<file path="config.mk">
export PLATFORM = sky130hd
export DESIGN_NAME = uart_tx_scheduler_flat
export DESIGN_NICKNAME = d
export VERILOG_FILES = /design/src/rtl/uart_tx_scheduler_if.sv /design/src/rtl/uart_tx_scheduler.sv /design/src/flat_wrapper.sv
export SDC_FILE = /design/constraint.sdc
export NUM_CORES = 1
export LEC_CHECK = 0
export BUFFER_PORTS_ARGS = -buffer_cell sky130_fd_sc_hd__buf_2
export CORE_MARGIN = 8
export CORE_UTILIZATION = 50
export CTS_BUF_LIST = sky130_fd_sc_hd__clkbuf_16
export CTS_CLUSTER_DIAMETER = 60
export DETAILED_ROUTE_END_ITERATION = 6
export HOLD_SLACK_MARGIN = 0.02
export PLACE_DENSITY = 0.86
export RECOVER_POWER = 50
export SYNTH_ARGS = -nofsm -noshare
export SYNTH_HDL_FRONTEND = slang
export SYNTH_SLANG_ARGS = --single-unit
</file>
<file path="constraint.sdc">
create_clock -name clk_100MHz -period 3.15 [get_ports clk_100MHz]
set_clock_uncertainty 0.05 [all_clocks]
set_input_delay 0.315 -clock clk_100MHz [delete_from_list [all_inputs] [get_ports clk_100MHz]]
set_output_delay 0.315 -clock clk_100MHz [all_outputs]
set_load 0.01 [all_outputs]
</file>
<file path="src/rtl/uart_tx_scheduler_if.sv">
// rtl/uart_tx_scheduler_if.sv - requester-side bundle for the shared UART transmitter
interface uart_tx_scheduler_if #(
  parameter int NREQ = 4,
  parameter int DBIT = 8
);
  localparam int IDW = $clog2(NREQ);

  logic [NREQ-1:0]      req;
  logic [NREQ*DBIT-1:0] data;
  logic [NREQ-1:0]      ack;
  logic [IDW-1:0]       grant_id;
  logic                 busy;
  logic                 tx_done;

  // Producers drive requests and bytes, and observe the scheduler's handshake.
  modport master (
    output req, data,
    input  ack, grant_id, busy, tx_done
  );

  // The scheduler consumes requests and bytes, and returns the handshake.
  modport slave (
    input  req, data,
    output ack, grant_id, busy, tx_done
  );
endinterface

</file>
<file path="src/rtl/uart_tx_scheduler.sv">
// rtl/uart_tx_scheduler.sv - round-robin shared 8N1 UART transmitter
module uart_tx_scheduler #(
  parameter int NREQ    = 4,
  parameter int DBIT    = 8,
  parameter int SB_TICK = 16
) (
  input  logic               clk_100MHz,
  input  logic               reset,
  input  logic               tick,
  output logic               tx,
  uart_tx_scheduler_if.slave bus
);
  localparam int IDW = $clog2(NREQ);
  localparam int SW  = (SB_TICK > 16) ? $clog2(SB_TICK) : 4;
  localparam int NW  = $clog2(DBIT);

  typedef enum logic [1:0] {IDLE, START, DATA, STOP} state_t;

  state_t          state;
  logic [SW-1:0]   s;
  logic [NW-1:0]   n;
  logic [DBIT-1:0] shreg;
  logic [IDW-1:0]  last;

  logic            pick_valid;
  logic [IDW-1:0]  pick_id;
  logic [IDW-1:0]  cand;

  // Round-robin search starting just after the last granted requester.
  always_comb begin
    pick_valid = 1'b0;
    pick_id    = '0;
    cand       = last;
    for (int k = 0; k < NREQ; k++) begin
      if (cand == IDW'(NREQ - 1)) cand = '0;
      else                        cand = cand + IDW'(1);
      if (!pick_valid && bus.req[cand]) begin
        pick_valid = 1'b1;
        pick_id    = cand;
      end
    end
  end

  // Frame sequencer: grant, then start/data/stop bits paced by the 16x tick.
  always_ff @(posedge clk_100MHz) begin
    if (!reset) begin
      state        <= IDLE;
      tx           <= 1'b1;
      bus.busy     <= 1'b0;
      bus.ack      <= '0;
      bus.tx_done  <= 1'b0;
      bus.grant_id <= '0;
      last         <= IDW'(NREQ - 1);
      s            <= '0;
      n            <= '0;
      shreg        <= '0;
    end else begin
      bus.ack     <= '0;
      bus.tx_done <= 1'b0;
      case (state)
        IDLE: begin
          if (pick_valid) begin
            shreg        <= bus.data[pick_id*DBIT +: DBIT];
            bus.ack      <= NREQ'(1) << pick_id;
            bus.grant_id <= pick_id;
            last         <= pick_id;
            s            <= '0;
            tx           <= 1'b0;
            bus.busy     <= 1'b1;
            state        <= START;
          end
        end
        START: begin
          if (tick) begin
            if (s == SW'(15)) begin
              s     <= '0;
              n     <= '0;
              tx    <= shreg[0];
              state <= DATA;
            end else begin
              s <= s + SW'(1);
            end
          end
        end
        DATA: begin
          if (tick) begin
            if (s == SW'(15)) begin
              s     <= '0;
              shreg <= shreg >> 1;
              if (n == NW'(DBIT - 1)) begin
                tx    <= 1'b1;
                state <= STOP;
              end else begin
                n  <= n + NW'(1);
                tx <= shreg[1];
              end
            end else begin
              s <= s + SW'(1);
            end
          end
        end
        STOP: begin
          if (tick) begin
            if (s == SW'(SB_TICK - 1)) begin
              s           <= '0;
              bus.tx_done <= 1'b1;
              bus.busy    <= 1'b0;
              state       <= IDLE;
            end else begin
              s <= s + SW'(1);
            end
          end
        end
        default: state <= IDLE;
      endcase
    end
  end
endmodule

</file>
<file path="src/flat_wrapper.sv">
// flat-port wrapper written by rule: the top's interface ports become plain ports
module uart_tx_scheduler_flat 
#(
  parameter int NREQ    = 4,
  parameter int DBIT    = 8,
  parameter int SB_TICK = 16
)
  (clk_100MHz, reset, tick, tx, bus_req, bus_data, bus_ack, bus_grant_id, bus_busy, bus_tx_done);
  uart_tx_scheduler_if #(.NREQ(NREQ), .DBIT(DBIT)) bus_i ();
  input  logic clk_100MHz;
  input  logic reset;
  input  logic tick;
  output logic tx;
  input wire logic [$bits(bus_i.req)-1:0] bus_req;
  input wire logic [$bits(bus_i.data)-1:0] bus_data;
  output wire logic [$bits(bus_i.ack)-1:0] bus_ack;
  output wire logic [$bits(bus_i.grant_id)-1:0] bus_grant_id;
  output wire logic [$bits(bus_i.busy)-1:0] bus_busy;
  output wire logic [$bits(bus_i.tx_done)-1:0] bus_tx_done;
  assign bus_i.req = bus_req;
  assign bus_i.data = bus_data;
  assign bus_ack = bus_i.ack;
  assign bus_grant_id = bus_i.grant_id;
  assign bus_busy = bus_i.busy;
  assign bus_tx_done = bus_i.tx_done;
  uart_tx_scheduler #(.NREQ(NREQ), .DBIT(DBIT), .SB_TICK(SB_TICK)) u_core (.clk_100MHz(clk_100MHz), .reset(reset), .tick(tick), .tx(tx), .bus(bus_i));
endmodule
</file>
=== Yosys cells after proc, flatten, opt, wreduce, memory -nomap -nowiden ===
Index checks and enable logic that the tools add are counted.

* Reductions and logical operators: 21
* Mux-type cells: 55
* Equal/unequal tests: 19
* Add/subtract/negate cells: 6
* Magnitude comparators: 4
* Shift operators: 2

{| class="wikitable"
|+ Operator list
! cell !! number
|-
| 2-bit 2-to-1 mux || 16
|-
| 32-bit by 6-bit variable part select with 8-bit output || 1
|-
| 8-bit 2-to-1 mux || 3
|-
| 1-bit 2-to-1 mux || 18
|-
| 8-bit one-hot mux with 2 select lines || 1
|-
| 3-bit 2-to-1 mux || 5
|-
| 2-bit == test, second input constant || 6
|-
| 2-bit by 3-bit less-than comparator with 1-bit output, second input constant || 4
|-
| 4-bit 2-to-1 mux || 3
|-
| 2-bit by 1-bit != test with 1-bit output, second input constant || 6
|-
| 6-bit AND reduction || 2
|-
| 2-bit by 1-bit adder with 2-bit output, second input constant || 4
|-
| 1-bit binary-select mux with 2-bit select || 4
|-
| 2-bit != test, second input constant || 4
|-
| 2-bit one-hot mux with 4 select lines || 1
|-
| 4-bit one-hot mux with 2 select lines || 1
|-
| 4-bit AND reduction || 2
|-
| 8-bit AND reduction || 1
|-
| 3-bit one-hot mux with 2 select lines || 1
|-
| 3-bit AND reduction || 2
|-
| 2-bit nonzero test || 3
|-
| 4-bit by 1-bit adder with 4-bit output, second input constant || 1
|-
| 4-bit == test, second input constant || 1
|-
| 2-bit AND reduction || 2
|-
| other kinds (11) || 15
|}

* Bits in registers: 28
* Output and inout port bits: 9

=== Logic depth before layout (Yosys ltp) ===
Gate-level depths: netlist (run 1).

* Depth in word-level cells: 17
* Depth in mapped cells: 9
* Depth with buffers taken out: 8

=== Worst setup path before layout (run 1) ===
Ideal clock, no wire load.

* Kind: reg2reg
* From: register u_core.last[0]
* To: register u_core.shreg[5]
* Data required time: 2.978 ns
* Clock period less this slack: 2.360 ns
* Path slack: 0.790 ns
* Stages on the path, launching flop included: 10
* Path buffers: 2
* Library setup time: 0.122 ns
* Arrival time: 2.188 ns
* Cells stage by stage: dfxtp_1 > ha_1 > buf_6 > inv_4 > mux4_2 > nor3b_4 > and2_1 > buf_4 > o2111a_1 > a211oi_1

* Word-level cells in the longest chain between the ends: 17

{| class="wikitable"
|+ Ends and longest elaborated chain
! what !! RTL line !! text
|-
| start, declared || uart_tx_scheduler.sv:23 || <nowiki>logic [IDW-1:0] last;</nowiki>
|-
| start signal, assigned || uart_tx_scheduler.sv:53 || <nowiki>last <= IDW'(NREQ - 1);</nowiki>
|-
| start signal, assigned || uart_tx_scheduler.sv:66 || <nowiki>last <= pick_id;</nowiki>
|-
| 2-bit by 1-bit adder with 2-bit output / 2-bit == test (equally long branches) || uart_tx_scheduler.sv:36, uart_tx_scheduler.sv:35 ||
|-
| 2-bit 2-to-1 mux (*) || uart_tx_scheduler.sv:35 || <nowiki>if (cand == IDW'(NREQ - 1)) cand = '0;</nowiki>
|-
| branches (longest 15 deep; another with 2-bit by 1-bit adder with 2-bit output) || -- ||
|-
| end signal, assigned || uart_tx_scheduler.sv:63 || <nowiki>shreg <= bus.data[pick_id*DBIT +: DBIT];</nowiki>
|-
| end signal, assigned || uart_tx_scheduler.sv:89 || <nowiki>shreg <= shreg >> 1;</nowiki>
|-
| end, declared || uart_tx_scheduler.sv:22 || <nowiki>logic [DBIT-1:0] shreg;</nowiki>
|}

Every way passes the cells marked *. The select of a mux whose other input is x is not followed.
A chain may end at the register's enable or synchronous reset.

=== Worst setup path in the final report (run 1) ===
* From: register u_core.last[0]
* To: register u_core.shreg[4]

Same word-level chain as after synthesis.

==> flow_summary.ini, run 1 <==
[synth]
yosysTopAreaCell = dfxtp_1
ys_seq_area_share_pct = 28.5
synth_cells = 239
yosys-top-cells-area = dfxtp_1 (28%), nand2_1 (5.7%), ha_1 (5.1%)
yosysUniqueCellTypes = 57
synth_most_common_cell = nand2_1
syn_area_per_cell_um2 = 8.24
netlist_area_mm2 = 0.00197
yosys_warnings = 0
yosys.area.top_type_share_pct = 28.5
syn_nets = 286
synth_seq_cells = 28
synth_common_cells = nand2_1 (30), dfxtp_1 (28), nor2_1 (18)
synth_edf_count = 0
synthArstFlopShare_pct = 0
synth_ff_type = dfxtp_1

[clock_network]
cts_tree = built
cts_buffers = 3
postCtsHoldBufs = 0
root_buffer = clkbuf_16
clock-sinks = 28
clkTransAtPathRegs_ns = 0.07
htree_levels = 1
clockBufferDepth = 2
insertion_delay_ns = 0.26

[floorplanning]
core-area_mm2 = 0.00388
dieArea_mm2 = 0.00620
rows = 23
die_y_um = 78.8
initial_core_util_pct = 50.7
ios = 48
die-width_um = 78.8

[setup_path]
required_ns = 3.28
critical_path.endpoint = u_core.shreg[4]
r2r-end = u_core.shreg[4]
r2r_slack_ns = 0.35
crit_arrival_ns = 2.93
reg2regPathDepth = 7
cp_max_fo = 16
startpoint_type = flip-flop
cp-end-kind = flip-flop
timing.rr.start = u_core.last[0]
crit_start = u_core.last[0]
criticalPathCategory = reg -> reg

[global_routing]
track_usage_pct = 16.2
grt_overflow = 0
grt_max_degree = 19
grt_pass1_wl_um = 8480
grt_antenna_before_repair = 0
grt_pass1_vias = 1842

[power]
cellPowerDensity_mw_per_mm2 = 1080
p_leak_nw = 0.975
ir_drop_v = 0.000782
report.power.total_mw = 2.49

[finish]
seqCellArea_um2 = 561
nFillCells = 365
utilization_pct = 59.1
drive_gt1_share_pct = 22.4
nNetsFinal = 325
area_growth_pct = 16.6
diodes = 0
multi_input_area_mm2 = 0.00128

[detailed_routing]
drc = 0
drt-initial-drc-count = 134
wl_per_cell_um = 15.3
via_per_inst = 5.71
drtAntennaViolNets = 0
drtPass1Iterations = 4
finalWirelength_um = 5010
num_vias = 1867

[timing]
hold_viol_final = 0
drv_slew = 0
worstMarginPinSlew_ns = 0.565
setup_tns_ns = 0
finalSetupViolations = 0
min_period_ns = 2.80
fmax_mhz = 357
hold_slack_ns = 0.282
period_share_pct = 88.9
rsz0062_at_grt = false
slew_headroom_pct = 62.0
setup_slack_ns = 0.350

[placement]
place_congestion = 0.881
dpl.hpwl_um = 3810
place_ws_ns = 0.309
portBuffers = 47

[flow_run]
drv_cap = 0

[run_status]
outcome = finished clean

[min_path]
hp-class = in -> reg
[through the flow]
step	cell area, um^2	cells
global placement	2200	323
global route	2300	327
finish	2300	327
CTS	2310	327
detailed placement	2200	323
floorplan	1970	239
[cell usage in the layout, fill, tap and decap left out, types with 5 or more instances in the layout]
master    instances
o211ai_1         12
o211a_1           8
nand2_1          30
dfxtp_1          28
nor2_1           18
nand3b_1          8
inv_1            10
nor3_1            6
a311oi_2          5
buf_2            38
a211oi_1          8
clkbuf_1          9
a21oi_1          13
nand2b_1          5
o21ai_0           6
ha_1              8
nand3_1           5
nor2b_1           9
[registers in the layout, indices dropped and copies added (netlist names)]
name,flops
u_core.bus.tx_done,1
u_core.last,2
u_core.tx,1
u_core.bus.grant_id,2
u_core.state,2
u_core.bus.ack,4
u_core.s,4
u_core.shreg,8
u_core.bus.busy,1
u_core.n,3
[cells by family (layout without fill, tap and decap cells)]
kind of cell	count (synthesis)	in the layout	synth area share, %
buffers and inverters	27	65	6.54
XOR/XNOR	1	1	0.445
AND/OR/NAND/NOR	96	96	25.6
AO/OA/AOI/OAI	75	75	30.9
adder cells (fa/ha/maj)	8	8	5.08
multiplexers	4	4	2.92
flip-flops	28	28	28.5
[routing by layer]
layer	vias up	part of all wire (%)	track usage, %
li1	956	-	-
met1	853	46	20.3
met2	52	48	27.4
met3	6	4.9	3.84
met4	0	0.72	3.52
met5	-	0	0
[cell type report]
type | count | area share [%]
clock buffer | 3 | 3.27
sequential | 28 | 24.4
clock inverter | 1 | 1.31
timing repair buffer | 49 | 10.4
multi-input combinational | 184 | 55.8
inverter | 12 | 2.07
tap | 50 | 2.72
[report_power, final]
group	internal, mW	leakage (nW)	switching [mW]	total (mW)
clock network	0.253	0.0511	0.122	0.375
registers	0.464	0.230	0.0672	0.531
logic	0.624	0.694	0.958	1.58
[critical path, cell delays in order, from the launching register on]
cell	delay [ns]
dfxtp_1	0.39
ha_1	0.62
mux2_4	0.36
a31oi_2	0.17
o211ai_2	0.25
o21ai_4	0.45
a211oi_1	0.16
a311oi_2	0.25
[worst min path at each step]
stage	from	endpoint	slack (ns)	depth (start not counted)
2_1_floorplan	u_core.n[1]	u_core.n[1]	0.39	2
3_3_place_gp	u_core.bus.grant_id[1]	u_core.bus.grant_id[1]	0.40	2
3_5_place_dp	u_core.bus.grant_id[1]	u_core.bus.grant_id[1]	0.40	2
4_1_cts	bus_data[25]	u_core.shreg[1]	0.28	3
5_1_grt	bus_data[10]	u_core.shreg[2]	0.29	3
6_report	bus_data[25]	u_core.shreg[1]	0.28	3
[repair_timing]
| item | CTS | global route |
|---|---|---|
| buffers inserted | 0 | 0 |
| endpoints found under the setup margin | 0 | 1 |
| resized for setup | 0 | 1 |
Note: power is estimated with default switching activity, not from simulation.
==> run 2, diff against run 1 <==
Settings changed: CORE_UTILIZATION 50 to 53, CTS_CLUSTER_DIAMETER 60 to default, PLACE_DENSITY 0.86 to 0.9.
==> run 2 against run 1 <==
- clock-buffer cell count stayed put
- cell area is 1.8% lower
- sequential share of layout area is 0.45 points higher
- wire length is 0.48% lower
- die area is 4.5% lower
- combinational power hardly changed
- setup slack worse by 0.12 ns
- largest cell class unchanged
- highest routed layer unchanged
==> flow_summary.ini, run 2 (synthesis gave the netlist of run 1 again) <==
[run_status]
outcome = finished clean

[placement]
dpl.hpwl_um = 3830
portBuffers = 47
place_congestion = 0.887

[floorplanning]
core-area_mm2 = 0.00361
initial_core_util_pct = 54.6
die-width_um = 77.0
die_y_um = 77.0
dieArea_mm2 = 0.00592
ios = 48
rows = 22

[setup_path]
critical_path.endpoint = u_core.shreg[1]
slowest_delay_ns = 0.49
r2r-end = u_core.shreg[1]
path_depth = 7
crit_family = compound AO/OA/AOI/OAI gates
path_buf_inv = 0
cp_slowest_cell = dfxtp_1
required_ns = 3.23
r2r_slack_ns = 0.23
crit_start = u_core.last[0]
crit_chain = ha_1 > xor2_1 > a311oi_1 > and2_1 > o21ai_4 > a211oi_1 > a311oi_2
startpoint_type = flip-flop
cp_max_fo = 16
cp-end-kind = flip-flop
criticalPathCategory = reg -> reg
crit_arrival_ns = 2.99
timing.rr.start = u_core.last[0]
reg2regPathDepth = 7

[finish]
reg.largest.list = u_core.shreg x8, u_core.bus.ack x4, u_core.s x4
largest_register = u_core.shreg
layout_commonest_cell = buf_2
area_growth_pct = 14.5
largest_reg_flops = 8
mostFrequentLayoutCells = buf_2 (38), nand2_1 (30), dfxtp_1 (28)
seqCellArea_um2 = 561
drive_gt1_share_pct = 21.5
nFillCells = 328
multi_input_area_mm2 = 0.00128
diodes = 0
nNetsFinal = 324

[clock_network]
postCtsHoldBufs = 0
cts_resized = 0
root_buffer = clkbuf_16
cts_buffers = 3
htree_levels = 1
clockBufferDepth = 2
post_cts_buffers = 0
insertion_delay_ns = 0.26
clock-sinks = 28
cts_tree = built
clkTransAtPathRegs_ns = 0.07

[detailed_routing]
drtAntennaViolNets = 0
finalWirelength_um = 4980
drc = 0
drtPass1Iterations = 4
via_per_inst = 5.86
num_vias = 1892
wl_per_cell_um = 15.4
drt-initial-drc-count = 144

[timing]
hold_viol_final = 0
worstMarginPinSlew_ns = 0.776
hold_slack_ns = 0.286
rsz0062_at_grt = false
period_share_pct = 92.7
slew_headroom_pct = 48.1
min_period_ns = 2.92
finalSetupViolations = 0
drv_slew = 0
fmax_mhz = 343
setup_tns_ns = 0

[global_routing]
grt_overflow = 0
grt_pass1_wl_um = 8700
track_usage_pct = 17.2
grt_antenna_before_repair = 0
grt_pass1_vias = 1910
grt_max_degree = 19

[flow_run]
drv_cap = 0

[min_path]
hp-class = in -> reg
hold_depth = 3

[power]
p_leak_nw = 0.956
ir_drop_v = 0.000699
cellPowerDensity_mw_per_mm2 = 1050
run 2: worst min path at each step:
stage | slack [ns] | end | start
2_1_floorplan | 0.39 | u_core.n[1] | u_core.n[1]
3_3_place_gp | 0.40 | u_core.n[2] | u_core.n[2]
3_5_place_dp | 0.40 | u_core.bus.grant_id[0] | u_core.bus.grant_id[0]
4_1_cts | 0.28 | u_core.shreg[3] | bus_data[27]
5_1_grt | 0.30 | u_core.shreg[4] | bus_data[12]
6_report | 0.29 | u_core.shreg[6] | bus_data[30]
run 2: layout make-up:
type / count / share of cell area (%)
multi-input cells: 184 / 56.8
well taps: 48 / 2.66
clock buffers: 3 / 3.33
inverters: 12 / 2.11
repair buffers: 48 / 10.3
flip-flops and latches: 28 / 24.9
run 2: worst register-to-register path: stages (launching register included):
cell	delay [ns]
dfxtp_1	0.49
ha_1	0.46
xor2_1	0.24
a311oi_1	0.41
and2_1	0.44
o21ai_4	0.21
a211oi_1	0.41
a311oi_2	0.08
run 2: where the power goes:
group / switching (mW) / leakage (nW) / internal (mW) / total, mW
registers: 0.0693 / 0.230 / 0.464 / 0.533
logic: 0.944 / 0.688 / 0.609 / 1.55
clock network: 0.118 / 0.0370 / 0.169 / 0.287
run 2: stage by stage:
stage / utilization (%) / cell area [um^2] / setup slack, ns / power (mW) / instances
after floorplan: - / 1970 / 0.790 / 1.84 / 239
after global placement: 60.8 / 2190 / 0.468 / 2.04 / 320
after detailed placement: 60.8 / 2190 / 0.290 / 2.08 / 320
after CTS: 62.8 / 2270 / 0.284 / 2.38 / 323
after global routing: 62.5 / 2250 / 0.0334 / 2.58 / 323
final: 62.5 / 2250 / 0.231 / 2.37 / 323
run 2: routing by layer:
layer	track usage [%]	routed length (um)	up-vias
met3	4.90	299	4
met2	29.1	2390	60
met1	20.7	2240	874
met5	0	0	-
li1	-	-	954
met4	4.23	56	0
==> run 3, diff against run 2 <==
--- a/config.mk
+++ b/config.mk
@@ -9,3 +9,3 @@
 export CORE_MARGIN = 8
-export CORE_UTILIZATION = 53
+export CORE_UTILIZATION = 32
 export CTS_BUF_LIST = sky130_fd_sc_hd__clkbuf_16
@@ -13,3 +13,3 @@
 export HOLD_SLACK_MARGIN = 0.02
-export PLACE_DENSITY = 0.9
+export PLACE_DENSITY = 0.63
 export RECOVER_POWER = 50
==> constraint.sdc (replaced) <==
create_clock -name clk_100MHz -period 3.15 [get_ports clk_100MHz]
set_clock_uncertainty 0.05 [all_clocks]
set_input_delay 0.4725 -clock clk_100MHz [delete_from_list [all_inputs] [get_ports clk_100MHz]]
set_output_delay 0.4725 -clock clk_100MHz [all_outputs]
set_load 0.01 [all_outputs]
==> run 3 against run 2 <==
- sequential share of layout area is 0.68 points lower
- sequential power about the same
- combinational power about the same
- critical path depth unchanged
- first-iteration DRC count fell by 39%
- die area rose by 51%
- global-route usage is 5.7 points lower
==> flow_summary.ini, run 3 (synthesis gave the netlist of run 1 again) <==
[power]
swShare_pct = 46.2
p_int_mw = 1.33
ir_drop_v = 0.000596
report.power.total_mw = 2.48
clkPwrFrac_pct = 15.6
p_sw_mw = 1.14
cellPowerDensity_mw_per_mm2 = 1070
combPwrFrac_pct = 62.8
p_leak_nw = 0.972
power.share.sequential_pct = 21.5

[detailed_routing]
drtPass1Iterations = 4
drt-initial-drc-count = 88
num_vias = 1842
drtAntennaViolNets = 0
via_per_inst = 5.23
drc = 0
finalWirelength_um = 5290
wl_per_cell_um = 15.0

[placement]
dpl.hpwl_um = 4060
portBuffers = 47
place_congestion = 0.769

[finish]
layout_commonest_cell = buf_2
utilization_pct = 39.2
area_growth_pct = 17.7
largest_register = u_core.shreg
largest_reg_flops = 8
reg.largest.list = u_core.shreg x8, u_core.bus.ack x4, u_core.s x4
nNetsFinal = 325
drive_gt1_share_pct = 21.3
mostFrequentLayoutCells = buf_2 (37), nand2_1 (30), dfxtp_1 (28)
diodes = 0

[floorplanning]
ios = 48
core-area_mm2 = 0.00592
die-width_um = 94.5
rows = 28
initial_core_util_pct = 33.3
die_y_um = 94.5
dieArea_mm2 = 0.00892

[clock_network]
cts_buffers = 3
clkTransAtPathRegs_ns = 0.08
clockBufferDepth = 2
clock-sinks = 28
postCtsHoldBufs = 0
cts_tree = built
root_buffer = clkbuf_16
htree_levels = 1
insertion_delay_ns = 0.27
post_cts_buffers = 0
cts_resized = 0

[timing]
rsz0062_at_grt = false
min_period_ns = 2.84
finalSetupViolations = 0
fmax_mhz = 352
drv_slew = 0
slew_headroom_pct = 33.7
period_share_pct = 90.1
hold_viol_final = 0
setup_tns_ns = 0
worstMarginPinSlew_ns = 0.994

[global_routing]
grt_max_degree = 17
grt_antenna_before_repair = 0
grt_overflow = 0
grt_pass1_vias = 1749
track_usage_pct = 11.5
grt_pass1_wl_um = 8300

[setup_path]
crit_start = u_core.last[0]
startpoint_type = flip-flop
required_ns = 3.24
crit_arrival_ns = 2.93
criticalPathCategory = reg -> reg
cp_max_fo = 16
timing.rr.start = u_core.last[0]
cp-end-kind = flip-flop

[min_path]
hp-class = reg -> reg
min_from = u_core.bus.grant_id[0]

[flow_run]
drv_cap = 0

[run_status]
outcome = finished clean
run 3: cell type report:
class | instances | area (um^2)
Clock buffer | 3 | 75.1
Clock inverter | 1 | 30.0
Fill cell | 614 | 3600
Inverter | 12 | 47.5
Multi-Input combinational cell | 184 | 1270
Sequential cell | 28 | 561
Tap cell | 75 | 93.8
Timing Repair Buffer | 49 | 238
run 3: critical path, stage by stage (launching register included):
cell,delay [ns]
dfxtp_1,0.47
ha_1,0.45
xor2_1,0.24
a311oi_1,0.40
and2_1,0.45
o21ai_4,0.22
a211oi_1,0.35
a311oi_2,0.08
run 3: stage by stage:
stage          std cells  setup slack [ns]  hold slack, ns  cell area, um^2
2_1_floorplan        239             0.790           0.386             1970
4_1_cts              352             0.333           0.411             2340
6_report             352             0.311           0.408             2320
3_3_place_gp         348             0.456           0.396             2230
5_1_grt              352             0.112           0.431             2320
3_5_place_dp         348             0.353           0.400             2230
run 3: final timing paths:
| check | endpoint | depth (start not counted) | slack (ns) |
|---|---|---|---|
| setup / recovery | u_core.shreg[4] | 7 | 0.31 |
| hold / removal | u_core.bus.grant_id[0] | 2 | 0.41 |
| setup reg to reg | u_core.shreg[4] | 7 | 0.31 |
| hold reg to reg | u_core.bus.grant_id[0] | 2 | 0.41 |
run 3: metal layers:
metal	GRT usage, %	up-vias	wire (um)
li1	-	953	-
met1	14.2	843	2400
met2	18.9	42	2500
met3	3.81	4	362
met4	2.34	0	35
met5	0	-	0
run 3: power groups by stage:
stage | sequential (mW) | combinational [mW] | clock (mW)
final | 0.533 | 1.56 | 0.387
after detailed placement | 0.538 | 1.57 | 0
after CTS | 0.530 | 1.58 | 0.395
after global routing | 0.542 | 1.73 | 0.405
after floorplan | 0.542 | 1.29 | 0
after global placement | 0.534 | 1.54 | 0
